==> src/rtl/alu_sequencer.sv <==
// Multi-byte ALU sequencer: drives a shared 8-bit combinational ALU one byte
// per clock (LSB first), chaining carry, and assembles a W-bit result plus flags.
module alu_sequencer #(
  parameter  int NBYTES = 2,
  localparam int W      = 8 * NBYTES,
  localparam int IW     = (NBYTES > 1) ? $clog2(NBYTES) : 1
) (
  input  logic         clk,
  input  logic         rst,
  input  logic         start,
  input  logic [7:0]   op,
  input  logic         cin,
  input  logic [W-1:0] opa,
  input  logic [W-1:0] opb,
  output logic         busy,
  output logic         valid,
  output logic [W-1:0] result,
  output logic         carry,
  output logic         overflow,
  output logic         zero,
  output logic         cmp,
  output logic [7:0]   alu_a,
  output logic [7:0]   alu_b,
  output logic [7:0]   alu_cins,
  output logic         alu_oe,
  output logic         alu_carryin,
  input  logic [7:0]   alu_out,
  input  logic         alu_carryout,
  input  logic         alu_overout,
  input  logic         alu_cmpo
);

  // Handshake: start is accepted only in IDLE; busy is high while the ALU is
  // driven; valid rises one cycle after the final byte and holds until the
  // next accepted start.
  typedef enum logic [1:0] {IDLE, RUN, DONE} state_t;

  localparam logic [IW-1:0] LAST = IW'(NBYTES - 1);

  state_t                  state;
  logic [IW-1:0]           idx;
  logic [NBYTES-1:0][7:0]  a_q;
  logic [NBYTES-1:0][7:0]  b_q;
  logic [NBYTES-1:0][7:0]  res_q;
  logic [7:0]              op_q;
  logic                    cin_q;
  logic                    creg;

  assign result      = res_q;
  assign busy        = (state == RUN);
  assign alu_oe      = busy;
  assign alu_cins    = op_q;
  assign alu_a       = busy ? a_q[idx] : 8'h00;
  assign alu_b       = busy ? b_q[idx] : 8'h00;
  assign alu_carryin = busy & ((idx == '0) ? cin_q : creg);

  always_ff @(posedge clk or posedge rst) begin
    if (rst) begin
      state    <= IDLE;
      idx      <= '0;
      a_q      <= '0;
      b_q      <= '0;
      res_q    <= '0;
      op_q     <= 8'h00;
      cin_q    <= 1'b0;
      creg     <= 1'b0;
      valid    <= 1'b0;
      carry    <= 1'b0;
      overflow <= 1'b0;
      zero     <= 1'b0;
      cmp      <= 1'b0;
    end else begin
      case (state)
        IDLE: begin
          if (start) begin
            a_q   <= opa;
            b_q   <= opb;
            op_q  <= op;
            cin_q <= cin;
            valid <= 1'b0;
            idx   <= '0;
            state <= RUN;
          end
        end
        RUN: begin
          res_q[idx] <= alu_out;
          creg       <= alu_carryout;
          if (idx == LAST) begin
            carry    <= alu_carryout;
            overflow <= alu_overout;
            cmp      <= alu_cmpo;
            state    <= DONE;
          end else begin
            idx <= idx + 1'b1;
          end
        end
        DONE: begin
          valid <= 1'b1;
          zero  <= (res_q == '0);
          state <= IDLE;
        end
        default: state <= IDLE;
      endcase
    end
  end

endmodule

==> config.mk <==
export PLATFORM = sky130hd
export DESIGN_NAME = alu_sequencer
export DESIGN_NICKNAME = d
export VERILOG_FILES = /design/src/rtl/alu_sequencer.sv
export SDC_FILE = /design/constraint.sdc
export NUM_CORES = 1
export LEC_CHECK = 0
export BUFFER_PORTS_ARGS = -buffer_cell sky130_fd_sc_hd__buf_2
export CAP_MARGIN = 25
export CORE_MARGIN = 2
export CORE_UTILIZATION = 49
export DETAILED_ROUTE_END_ITERATION = 8
export PLACE_DENSITY = 0.8
export SYNTH_ARGS = -nofsm -noshare
export SYNTH_HDL_FRONTEND = slang
export SYNTH_SLANG_ARGS = --single-unit
==> constraint.sdc <==
create_clock -name clk -period 2.4 [get_ports clk]
set_input_delay 0.12 -clock clk [delete_from_list [all_inputs] [get_ports clk]]
set_output_delay 0.12 -clock clk [all_outputs]
set_load 0.03 [all_outputs]
== Yosys cells after proc, flatten, opt, wreduce, memory -nomap -nowiden ==
Cells that the tools add are included.
Storage, ports and cells
  register bits: 66
  output and inout bits: 48
  word-level logic and storage cells: 51
Cells by class
  $add $sub $neg: 1
  magnitude comparators: 2
  equality and inequality tests: 4
  mux-type cells: 17
  bitwise operators: 1
  reductions and logical operators: 10
Operators by type and width (count)
  2-to-1 mux 8 bit: 7
  bitwise mux 16 bit: 1
  zero test 16 bit: 1
  AND reduction 2 bit: 5
  demux 8 bit (select 1 bit): 1
  2-to-1 mux 2 bit: 2
  case mux 1 bit (2 select lines): 2
  case mux 2 bit (2 select lines): 1
  nonzero test 2 bit: 2
  2-to-1 mux 1 bit: 3
  == test 2 x 1 -> 1 bit, second input constant: 1
  == test 2 bit, second input constant: 1
  zero test 2 bit: 1
  < comparator 1 x 2 -> 1 bit, second input constant: 1
  inequality test 2 x 1 -> 1 bit, second input constant: 1
  inequality test 2 bit, second input constant: 1
  adder 1 bit, second input constant: 1
  bitwise AND 1 bit: 1
  greater-or-equal comparator 1 bit, second input constant: 1
  logical AND 1 bit: 1

== Logic depth before layout (Yosys ltp) ==
  word-level depth: 5
  mapped depth: 5

== Worst setup path before layout ==
No wires, ideal clock.
  kind: register to output
  start point: register idx
  end point: output alu_a[6]
  arrival: 1288 ps
  required time: 2280 ps
  path slack: 992 ps
  stages on the path, launching flop included: 5
  cells stage by stage: dfrtp_1 > buf_4 > buf_4 > mux2i_1 > nor2_1
Between the ends
  longest elaborated chain between the ends: 3
Ends and longest elaborated chain
  start, declared: line 41  | logic [IW-1:0] idx;
  start signal, assigned: line 94  | idx <= idx + 1'b1;
  2-to-1 mux 8 bit (implied by the code) (2 in a row): line 53  | assign alu_a = busy ? a_q[idx] : 8'h00;
  2-to-1 mux 8 bit: line 53
  end, declared: line 22  | output logic [7:0] alu_a,
Every way passes these cells. The select of a mux whose other input is x is not followed.

== Worst setup path in the final report ==
  start point: register state[1]
  end point: output alu_carryin
Between the ends
  longest elaborated chain between the ends: 2
Ends and longest elaborated chain
  start, declared: line 40  | state_t state;
  start signal, assigned: line 59  | state <= IDLE;
  start signal, assigned: line 82  | state <= RUN;
  start signal, assigned: line 92  | state <= DONE;
  == test 2 x 1 -> 1 bit: line 50  | assign busy = (state == RUN);
  bitwise AND 1 bit: line 55  | assign alu_carryin = busy & ((idx == '0) ? cin_q : creg);
  end, declared: line 26  | output logic alu_carryin,
Every way passes these cells.

==> impl_metrics.ini <==
[outcome]
outcome = completed

[power_and_ir_drop]
power_mw = 5.642
p_leak_nw = 1.763
peakVddDrop_mv = 0.9403
power_density_mw_per_mm2 = 1580

[placement]
placed_area_mm2 = 0.003352
portBuffers = 102
gp_congestion = 0.7211
place_hpwl_mm = 3.737

[synth]
netlist_instances = 194
yosys_register_bits = 66
synth_top_area_cell = dfrtp_1
synth_nets = 249
synth_area_leaders = dfrtp_1, mux2_2, mux2i_1
synthFlopType = dfrtp_1
synth_edf_count = 0
yosysWarnings = 0
ys_seq_area_share_pct = 59.54
syn-cell-area_mm2 = 0.002774
syn_avg_cell_area_um2 = 14.30
async_reset_ff_share_pct = 100.0
synth.top_cell.area_share_pct = 59.54
ys_types = 19

[clock_network]
cts.repair.resized = 0
cts_root_buf = clkbuf_8
cts.sinks = 66
clkSlewWorstSetupHoldPaths_ps = 60
cts_inserted_buffers = 9
cts_tree = done
htreeDepth = 3
clk_latency_ps = 320
cts_buffer_depth = 2
cts_setup_buffers = 0

[sta]
hold_viol_final = 0
setup_viol = 0
timing.hold.ws_ps = 20.12
skew_ps = 5.604
fmax_mhz = 574.5
finalSetupTns_ps = 0
slew_headroom_pct = 72.31
period_needed_ps = 1741
final_max_slew_viol_count = 0
fin_crit_sh_pct = 72.52
rsz0062_at_grt = no
tightest_slew_ps = 414.3

[drt]
drt_first_pass_iters = 4
routedWlPerCell_um = 13.99
viasPerCell = 4.971
ant_nets = 0
num_vias = 1889
drc = 0
drt_wl_total_mm = 5.317
drt_iter0_markers = 63

[critical_path]
cp-end-kind = output port
startpoint_type = flip-flop
cp.arrival_ps = 1620
criticalPathCategory = reg2out
required_ps = 2280
path_cells = nand2b_1 -> buf_4 -> nor2_1 -> buf_2
critPathSlowestCell = dfrtp_1
cp_max_fo = 15
slowest_delay_ps = 390

[hold_path]
hp-class = in2reg

[global_routing]
overflow = 0
antenna_found_initial = 0
track_usage_pct = 18.05
grt_pass1_vias = 1924
grt_start_max_net_pins = 67
grt_pass1_wl_mm = 8.590

[floorplan]
core_mm2 = 0.005473
fp-row-count = 27
io_pins = 103
dieArea_mm2 = 0.006279
die_y_um = 79.24
fp.dieW_um = 79.24
initial_core_util_pct = 50.69

[cells_and_area]
syn2layout_area_growth_pct = 28.69
nNetsFinal = 358
stdcell_area_mm2 = 0.003570
n_antenna_cell = 0
final_cell_mix = buf_2, dfrtp_1, mux2_2
final_layout_size_suffix_gt1_share_pct = 60.06
final_common_cell = buf_2

[flow_run]
drv_cap = 0
## path summary, 6_finish.rpt
kind	from	to	slack, ps	cells after the start
min in group asynchronous	rst	alu_cins[2]$_DFFE_PP0P_	400	4
hold reg to reg	creg$_DFFE_PP0P_	creg$_DFFE_PP0P_	490	2
hold / removal	opb[7]	b_q[7]$_DFFE_PP0P_	20	2
max in group asynchronous	rst	a_q[2]$_DFFE_PP0P_	1730	4
setup reg to reg	state[1]$_DFFE_PP0P_	a_q[13]$_DFFE_PP0P_	770	4
setup / recovery	state[1]$_DFFE_PP0P_	alu_carryin	660	4
## sequential cells by signal (all words and copies together), names as in the netlist, 2 cells and up
signal,flops
state,2
result,16
alu_cins,8
b_q,16
a_q,16
## metal layers
| metal | GRT usage (%) | up-vias | share of wire, % |
|---|---|---|---|
| li1 | - | 894 | - |
| met1 | 22.54 | 913 | 44 |
| met2 | 28.73 | 70 | 48 |
| met3 | 6.705 | 12 | 6.5 |
| met4 | 6.724 | 0 | 1.6 |
| met5 | 0 | - | 0 |
## where the power goes
group,internal (mW),total (mW),switching [mW]
combinational,1.12,2.73,1.61
sequential,1.68,2.00,0.317
clock,0.537,0.914,0.378
total,3.34,5.64,2.30
## logic make-up (layout without fill, tap and decap cells)
kind of cell    Yosys count  after routing  share of synthesized area, %
simple gates             34             34                         5.864
mux                      77             77                         30.49
flops                    66             66                         59.54
compound gates            3              3                        0.5862
buf+inv                  14            128                         3.518
## cell type report
type,instances,area [um2]
Inverter,4,15.01
Clock buffer,14,162.7
Fill cell,449,1903
Tap cell,72,90.09
Sequential cell,66,1652
Timing Repair Buffer,108,585.6
Multi-Input combinational cell,114,1030
Clock inverter,2,35.03
## synth_stat cells (all sizes together) (2+ instances only)
| master | instances |
|---|---|
| dfrtp | 66 |
| mux2 | 60 |
| nor2 | 19 |
| mux2i | 17 |
| buf | 8 |
| nand2 | 7 |
| inv | 4 |
| nor4 | 4 |
| nand2b | 3 |
| clkbuf | 2 |
## metrics by stage
step	setup WS (ps)	cells	util, %
finish	659.4	380	65.23
global route	528.3	380	65.23
CTS	621.7	379	65.04
detailed placement	752.8	362	61.25
global placement	793.5	362	61.25
floorplan	625.2	194	-
## what timing repair did
| item | in CTS | in global routing |
|---|---|---|
| endpoints found under the hold margin | 66 | 1 |
| hold buffers | 1 | 1 |
| endpoints found under the setup margin | 0 | 0 |
## worst max-delay path, delay by kind of cell (launching register included)
family / cells / cell delay [ps]
buf+inv: 2 / 490
flops: 1 / 390
simple gates: 2 / 430
Power figures use the tool's default switching activity.
